<file path="src/rtl/segled_status_driver_if.sv">
`default_nettype none
// ============================================================
// segled_status_driver_if: game status inputs and display pins
// Rev 1.0
// ============================================================
interface segled_status_driver_if;
  logic [31:0] score;
  logic [3:0]  health;
  logic [1:0]  game_state;
  logic        force_update;
  logic        seg_clk;
  logic        seg_clr;
  logic        seg_do;
  logic        seg_pen;
  logic        busy;

  // master = status producer (game top), slave = display driver
  modport master (
    output score, health, game_state, force_update,
    input  seg_clk, seg_clr, seg_do, seg_pen, busy
  );

  modport slave (
    input  score, health, game_state, force_update,
    output seg_clk, seg_clr, seg_do, seg_pen, busy
  );
endinterface
`default_nettype wire

</file>
<file path="src/rtl/segled_status_driver.sv">
`default_nettype none
// ============================================================
// segled_status_driver: renders score/health/state on the serial
// 8-digit seven-segment chain. Option macro: SEGLED_BCD_EN. Rev 1.0
// ============================================================
module segled_status_driver #(
  parameter int CLK_HALF    = 4,
  parameter int REFRESH_DIV = 1_000_000
) (
  input  logic                  clk,
  input  logic                  reset,
  segled_status_driver_if.slave sif
);

  localparam int PH_W  = $clog2(2 * CLK_HALF);
  localparam int REF_W = $clog2(REFRESH_DIV);

  localparam logic [PH_W-1:0]  PH_MID   = PH_W'(CLK_HALF - 1);
  localparam logic [PH_W-1:0]  PH_LAST  = PH_W'(2 * CLK_HALF - 1);
  localparam logic [REF_W-1:0] REF_LAST = REF_W'(REFRESH_DIV - 1);

  typedef enum logic [2:0] {
    ST_CLEAR   = 3'd0,
    ST_IDLE    = 3'd1,
    ST_LOAD    = 3'd2,
    ST_CONVERT = 3'd3,
    ST_SHIFT   = 3'd4,
    ST_LATCH   = 3'd5
  } state_t;

  state_t           r_state;
  state_t           w_next;

  logic             r_seg_clk;
  logic             r_seg_clr;
  logic             r_seg_do;
  logic             r_seg_pen;
  logic             r_pending;
  logic [PH_W-1:0]  r_ph;
  logic [5:0]       r_bit;
  logic [REF_W-1:0] r_refresh;
  logic [62:0]      r_shreg;

  logic             w_tick;
  logic             w_req;
  logic             w_start;
  logic             w_busy;
  logic             w_ph_last;
  logic             w_last_bit;
  logic [63:0]      w_frame;

  function automatic logic [7:0] glyph(input logic [3:0] n);
    case (n)
      4'h0:    return 8'hC0;
      4'h1:    return 8'hF9;
      4'h2:    return 8'hA4;
      4'h3:    return 8'hB0;
      4'h4:    return 8'h99;
      4'h5:    return 8'h92;
      4'h6:    return 8'h82;
      4'h7:    return 8'hF8;
      4'h8:    return 8'h80;
      4'h9:    return 8'h90;
      4'hA:    return 8'h88;
      4'hB:    return 8'h83;
      4'hC:    return 8'hC6;
      4'hD:    return 8'hA1;
      4'hE:    return 8'h86;
      default: return 8'h8E;
    endcase
  endfunction

  // Byte order is digit7..digit0, so the frame MSB is the first bit on the wire.
  function automatic logic [63:0] build_frame(input logic [23:0] digits,
                                              input logic [3:0]  h,
                                              input logic [1:0]  gs);
    logic [63:0] f;
    f = {8'hFF, glyph(h),
         glyph(digits[23:20]), glyph(digits[19:16]), glyph(digits[15:12]),
         glyph(digits[11:8]),  glyph(digits[7:4]),   glyph(digits[3:0])};
    case (gs)
      2'b00: f = '1;
      2'b10: for (int i = 0; i < 8; i++) f[i*8+7] = 1'b0;
      2'b11: f[63] = 1'b0;
      default: ;
    endcase
    return f;
  endfunction

`ifdef SEGLED_BCD_EN
  logic [23:0] r_bin;
  logic [23:0] r_bcd;
  logic [3:0]  r_snap_health;
  logic [1:0]  r_snap_state;
  logic [4:0]  r_conv;
  logic [23:0] w_clamped;
  logic [47:0] w_dd;

  // One double-dabble iteration: add 3 to every digit >= 5, then shift {bcd,bin} left.
  function automatic logic [47:0] dd_step(input logic [23:0] bcd, input logic [23:0] bin);
    logic [23:0] adj;
    for (int i = 0; i < 6; i++) begin
      adj[i*4 +: 4] = (bcd[i*4 +: 4] >= 4'd5) ? bcd[i*4 +: 4] + 4'd3 : bcd[i*4 +: 4];
    end
    return {adj[22:0], bin[23], bin[22:0], 1'b0};
  endfunction

  assign w_clamped = (sif.score > 32'd999_999) ? 24'd999_999 : sif.score[23:0];
  assign w_dd      = dd_step(r_bcd, r_bin);
  assign w_frame   = build_frame(w_dd[47:24], r_snap_health, r_snap_state);
`else
  logic w_unused_score_hi;
  assign w_unused_score_hi = ^sif.score[31:24];
  assign w_frame = build_frame(sif.score[23:0], sif.health, sif.game_state);
`endif

  assign w_tick     = (r_refresh == REF_LAST);
  assign w_req      = w_tick | sif.force_update;
  assign w_start    = w_req | r_pending;
  assign w_ph_last  = (r_ph == PH_LAST);
  assign w_last_bit = (r_bit == 6'd63);
  assign w_busy     = (r_state == ST_LOAD) || (r_state == ST_CONVERT) ||
                      (r_state == ST_SHIFT) || (r_state == ST_LATCH);

  always_ff @(posedge clk) begin
    if (reset) r_state <= ST_CLEAR;
    else       r_state <= w_next;
  end

  always_comb begin
    w_next = r_state;
    case (r_state)
      ST_CLEAR:   if (w_ph_last) w_next = ST_IDLE;
      ST_IDLE:    if (w_start) w_next = ST_LOAD;
`ifdef SEGLED_BCD_EN
      ST_LOAD:    w_next = ST_CONVERT;
      ST_CONVERT: if (r_conv == 5'd23) w_next = ST_SHIFT;
`else
      ST_LOAD:    w_next = ST_SHIFT;
`endif
      ST_SHIFT:   if (w_ph_last && w_last_bit) w_next = ST_LATCH;
      ST_LATCH:   w_next = ST_IDLE;
      default:    w_next = ST_CLEAR;
    endcase
  end

  always_ff @(posedge clk) begin
    if (reset) begin
      r_seg_clk <= 1'b0;
      r_seg_clr <= 1'b0;
      r_seg_do  <= 1'b0;
      r_seg_pen <= 1'b0;
      r_pending <= 1'b0;
      r_ph      <= '0;
      r_bit     <= '0;
      r_refresh <= '0;
      r_shreg   <= '0;
`ifdef SEGLED_BCD_EN
      r_bin         <= '0;
      r_bcd         <= '0;
      r_snap_health <= '0;
      r_snap_state  <= '0;
      r_conv        <= '0;
`endif
    end else begin
      r_refresh <= w_tick ? '0 : r_refresh + 1'b1;

      // Requests seen while a frame is in flight collapse into a single pending start.
      if (r_state == ST_IDLE && w_start) r_pending <= 1'b0;
      else if (w_busy && w_req)          r_pending <= 1'b1;

      case (r_state)
        ST_CLEAR: begin
          r_ph <= w_ph_last ? '0 : r_ph + 1'b1;
          if (w_ph_last) r_seg_clr <= 1'b1;
        end
        ST_IDLE: begin
          if (w_start) r_seg_pen <= 1'b0;
        end
        ST_LOAD: begin
`ifdef SEGLED_BCD_EN
          r_bin         <= w_clamped;
          r_bcd         <= '0;
          r_conv        <= '0;
          r_snap_health <= sif.health;
          r_snap_state  <= sif.game_state;
`else
          r_shreg   <= w_frame[62:0];
          r_seg_do  <= w_frame[63];
          r_seg_clk <= 1'b0;
          r_ph      <= '0;
          r_bit     <= '0;
`endif
        end
`ifdef SEGLED_BCD_EN
        ST_CONVERT: begin
          r_bcd  <= w_dd[47:24];
          r_bin  <= w_dd[23:0];
          r_conv <= r_conv + 1'b1;
          if (r_conv == 5'd23) begin
            r_shreg   <= w_frame[62:0];
            r_seg_do  <= w_frame[63];
            r_seg_clk <= 1'b0;
            r_ph      <= '0;
            r_bit     <= '0;
          end
        end
`endif
        ST_SHIFT: begin
          // Clock rises mid-period; data only moves on the falling edge.
          if (r_ph == PH_MID) r_seg_clk <= 1'b1;
          if (w_ph_last) begin
            r_ph      <= '0;
            r_seg_clk <= 1'b0;
            if (!w_last_bit) begin
              r_bit    <= r_bit + 1'b1;
              r_seg_do <= r_shreg[62];
              r_shreg  <= {r_shreg[61:0], 1'b0};
            end
          end else begin
            r_ph <= r_ph + 1'b1;
          end
        end
        ST_LATCH: begin
          r_seg_clk <= 1'b0;
          r_seg_pen <= 1'b1;
        end
        default: ;
      endcase
    end
  end

  assign sif.seg_clk = r_seg_clk;
  assign sif.seg_clr = r_seg_clr;
  assign sif.seg_do  = r_seg_do;
  assign sif.seg_pen = r_seg_pen;
  assign sif.busy    = w_busy;

endmodule
`default_nettype wire

</file>
<file path="src/flat_wrapper.sv">
// flat-port wrapper written by rule: the top's interface ports become plain ports
module segled_status_driver_flat 
#(
  parameter int CLK_HALF    = 4,
  parameter int REFRESH_DIV = 1_000_000
)
  (clk, reset, sif_score, sif_health, sif_game_state, sif_force_update, sif_seg_clk, sif_seg_clr, sif_seg_do, sif_seg_pen, sif_busy);
  segled_status_driver_if sif_i ();
  input  logic clk;
  input  logic reset;
  input wire logic [$bits(sif_i.score)-1:0] sif_score;
  input wire logic [$bits(sif_i.health)-1:0] sif_health;
  input wire logic [$bits(sif_i.game_state)-1:0] sif_game_state;
  input wire logic [$bits(sif_i.force_update)-1:0] sif_force_update;
  output wire logic [$bits(sif_i.seg_clk)-1:0] sif_seg_clk;
  output wire logic [$bits(sif_i.seg_clr)-1:0] sif_seg_clr;
  output wire logic [$bits(sif_i.seg_do)-1:0] sif_seg_do;
  output wire logic [$bits(sif_i.seg_pen)-1:0] sif_seg_pen;
  output wire logic [$bits(sif_i.busy)-1:0] sif_busy;
  assign sif_i.score = sif_score;
  assign sif_i.health = sif_health;
  assign sif_i.game_state = sif_game_state;
  assign sif_i.force_update = sif_force_update;
  assign sif_seg_clk = sif_i.seg_clk;
  assign sif_seg_clr = sif_i.seg_clr;
  assign sif_seg_do = sif_i.seg_do;
  assign sif_seg_pen = sif_i.seg_pen;
  assign sif_busy = sif_i.busy;
  segled_status_driver #(.CLK_HALF(CLK_HALF), .REFRESH_DIV(REFRESH_DIV)) u_core (.clk(clk), .reset(reset), .sif(sif_i));
endmodule
</file>
<file path="config.mk">
export PLATFORM = sky130hd
export DESIGN_NAME = segled_status_driver_flat
export DESIGN_NICKNAME = d
export VERILOG_FILES = /design/src/rtl/segled_status_driver_if.sv /design/src/rtl/segled_status_driver.sv /design/src/flat_wrapper.sv
export SDC_FILE = /design/constraint.sdc
export NUM_CORES = 1
export LEC_CHECK = 0
export ABC_CLOCK_PERIOD_IN_PS = 2760
export CELL_PAD_IN_SITES_DETAIL_PLACEMENT = 0
export CELL_PAD_IN_SITES_GLOBAL_PLACEMENT = 1
export CORE_UTILIZATION = 45
export DETAILED_ROUTE_END_ITERATION = 10
export PLACE_DENSITY_LB_ADDON = 0.08
export SYNTH_ARGS = -nofsm -noshare
export SYNTH_HDL_FRONTEND = slang
export SYNTH_SLANG_ARGS = --single-unit
export TNS_END_PERCENT = 10
</file>
<file path="constraint.sdc">
create_clock -name clk -period 2.76 [get_ports clk]
set_clock_uncertainty 0.05 [all_clocks]
set_input_delay 0.276 -clock clk [delete_from_list [all_inputs] [get_ports clk]]
set_output_delay 0.276 -clock clk [all_outputs]
set_load 0.01 [all_outputs]
</file>
==> metrics.csv <==
stage;metric;value;unit
setup_path;CP arrival;2480;ps
finish;filler cell count;1229;
finish;Post-Layout Inst Area;7030;um^2
finish;layout cells sized above 1;9.57;%
yosys;cell taking the most area after synthesis;dfxtp_1;
place;HPWL Detailed;9.49;mm
finish;Area Growth Syn to Fin;13.5;%
status;status;complete, no violations;
yosys;Mapped Area;6200;um^2
clock_tree;CTS buffer count;9;
yosys;number of synthesized flops with an enable pin;0;
route;Post-Route WL;14.9;mm
floorplanning;core area;13300;um^2
sta;Hold Slack;256;ps
setup_path;worst-path maximum fanout;22;
sta;Slew Viols, Final;0;
global_routing;all-layer global routing usage;21.5;%
setup_path;R2R cell count;5;
floorplanning;Rows;42;
sta;Sum Neg Setup Slack;0;ps
floorplanning;initial cell density of the core;46.4;%
yosys;Yosys reg bits;100;
global_routing;overall overflow remaining after global route;0;
route;antenna viol nets, final;0;
yosys;Gate Count Post-Synth;709;
global_routing;number of global-route vias before repair;5229;
setup_path;sum of buffers and inverters on the critical path;1;
clock_tree;post_cts resized;0;
finish;multi-input logic area;3850;um^2
place;post-placement cell area;6690;um^2
route;average wire per standard cell;16.6;um
sta;Final Hold Viols;0;
global_routing;global route hottest layer;met2;
finish;n_diodes;0;
setup_path;Worst Setup Path Type;reg2reg;
clock_tree;H-tree depth;3;
floorplanning;IO Pins;46;
setup_path;CP max stage cell;or3b_2;
route;DRC violations left;0;
setup_path;Crit path max-delay family;simple AND/OR/NAND/NOR gates;
yosys;Synth Flop Type;dfxtp_1;
route;Pre-antenna DRT Iters;4;
global_routing;largest net degree at the start of global routing;58;
flow_run;Max-Cap Viols;0;
setup_path;crit-path max cell delay;580;ps
clock_tree;TritonCTS clock tree;built;
yosys;most numerous cell in the Yosys netlist;dfxtp_1;
yosys;sequential element share of the synthesized area;32.3;%
clock_tree;CTS root buffer;clkbuf_16;
floorplanning;Die Area;14200;um^2
setup_path;CP Launch Type;flop;
power;Lkg Pwr;2.75;nW
clock_tree;CTS Hold Buffers Added;0;
yosys;syn nets;797;
clock_tree;clk buf depth;2;
power;maximum vdd drop;0.343;mV
route;via count;5299;
yosys;synth top area cells;dfxtp_1 (32%), ha_1 (9.5%), mux2i_1 (5.8%);
finish;Final Util;52.7;%
worst_hold_path;Worst Hold Depth;2;
global_routing;GR met1 Demand/Resource;28.2;%
worst_hold_path;Hold Path Class;in2reg;
finish;final net count;804;
clock_tree;TritonCTS Sinks;100;
clock_tree;clock insertion delay at the later pin of the skew report;340;ps
yosys;Ys Warns;0;
finish;FF/Latch Area;2000;um^2
yosys;Post-synth ARST share;0;%
sta;minimum clock period;2280;ps
global_routing;met2 Use GR;36.6;%
yosys;synthesized area per cell;8.74;um^2
sta;Final setup viols;0;
sta;period utilisation layout;82.7;%
route;Vias/cell;5.91;
setup_path;CP Capture Type;flop;
sta;max_slew headroom;59.2;%
yosys;Yosys top cell area share;32.3;%
clock_tree;postcts setup bufs;0;
global_routing;first-pass GRT wire length;25.1;mm
power;Pwr Density;468;nW/um^2
place;Placer Congestion;0.792;
floorplanning;Die Wd;119;um
setup_path;critical path depth;5;
yosys;Post-synth top cells;dfxtp_1 (100), nor3_1 (49), ha_1 (47), nor2_1 (46), nand2_1 (44);
global_routing;antenna violations before repair;0;
sta;RSZ-0062 raised after global routing;no;
sta;Least-Margin Pin Slew;612;ps
global_routing;GRT met3 Usage;3.69;%
place;port bufs;37;
floorplanning;die height;119;um
setup_path;R2R setup slack;480;ps
setup_path;CP required;2960;ps
sta;fmax;0.438;GHz
clock_tree;clk slew on worst S/H paths;70;ps
route;Initial DRC Count;287;
yosys;library cells used by synthesis;52;
setup_path;CP cell instances;or3b_2 > a211oi_4 > buf_4 > nor2_1 > o31ai_1;
-- placed cells by master (no fill, tap or decap), types with 3 or more instances in the layout --
| cell | netlist | routed |
|---|---|---|
| dfxtp_1 | 100 | 100 |
| nor3_1 | 49 | 49 |
| ha_1 | 47 | 47 |
| nor2_1 | 46 | 46 |
| nand2_1 | 44 | 44 |
| mux2i_1 | 36 | 36 |
| clkdlybuf4s50_1 | 0 | 36 |
| o22ai_1 | 35 | 35 |
| a211oi_1 | 34 | 34 |
| a21oi_1 | 32 | 32 |
| inv_1 | 31 | 31 |
| nand3_1 | 26 | 26 |
| buf_4 | 0 | 16 |
| o32ai_1 | 15 | 15 |
| nor3b_1 | 14 | 12 |
| and3_1 | 10 | 10 |
| mux2_2 | 10 | 10 |
| o32ai_2 | 10 | 10 |
| xnor2_1 | 9 | 9 |
| or4_1 | 9 | 9 |
| clkbuf_16 | 0 | 9 |
| nand2b_1 | 8 | 8 |
| a22oi_1 | 8 | 8 |
| o221ai_1 | 8 | 8 |
| mux4_2 | 7 | 7 |
| o21ai_0 | 7 | 7 |
| and3b_1 | 7 | 7 |
| nor4_1 | 6 | 6 |
| or3_1 | 6 | 6 |
| xor2_1 | 4 | 4 |
| a21boi_0 | 4 | 4 |
| nand4_1 | 3 | 3 |
| o31ai_1 | 3 | 3 |
| bufinv_16 | 0 | 3 |
-- layer usage --
metal	share of wire (%)	wire length [um]
met4	1.2	172
met1	48	7140
met5	0	0
met3	3.0	443
met2	48	7150
-- metrics by stage --
stage	setup slack [ps]	cells	power (W)
2_1_floorplan	850	709	0.00176
6_report	478	897	0.00329
3_3_place_gp	550	881	0.00188
5_1_grt	357	897	0.00343
3_5_place_dp	515	881	0.00189
4_1_cts	474	897	0.00333
-- cell families after synthesis --
family | Yosys count | synth area share (%)
simple gates | 238 | 20.0
compound gates | 169 | 20.3
buf+inv | 89 | 5.82
fa+ha+maj | 47 | 9.49
mux | 53 | 10.2
flops | 100 | 32.3
xor+xnor | 13 | 1.84
-- report_power, final --
part	internal, W	leakage [nW]	switching, W
sequential	0.00145	0.806	0.00000706
clock	0.000888	0.163	0.000548
combinational	0.000182	1.78	0.000216
-- registers in the layout (all words and copies together) (netlist names) --
register,count
u_core.sif.seg_clk,1
u_core.r_ph,3
u_core.sif.seg_do,1
u_core.r_shreg,63
u_core.sif.seg_pen,1
u_core.r_pending,1
u_core.sif.seg_clr,1
u_core.r_refresh,20
u_core.r_state,3
u_core.r_bit,6
-- worst paths after layout --
check / to / start
worst min-delay path: u_core.r_ph[2] / reset
worst max register to register: u_core.r_bit[4] / u_core.r_state[2]
worst max-delay path: u_core.r_bit[4] / u_core.r_state[2]
worst min register to register: u_core.r_refresh[0] / u_core.r_refresh[0]
-- final cells by class --
type	instances	area share, %
Timing Repair Buffer	54	7.19
Tap cell	176	3.13
Multi-Input combinational cell	520	54.7
Inverter	31	1.65
Clock inverter	6	1.58
Sequential cell	100	28.5
Clock buffer	10	3.26
Power figures use the tool's default switching activity.
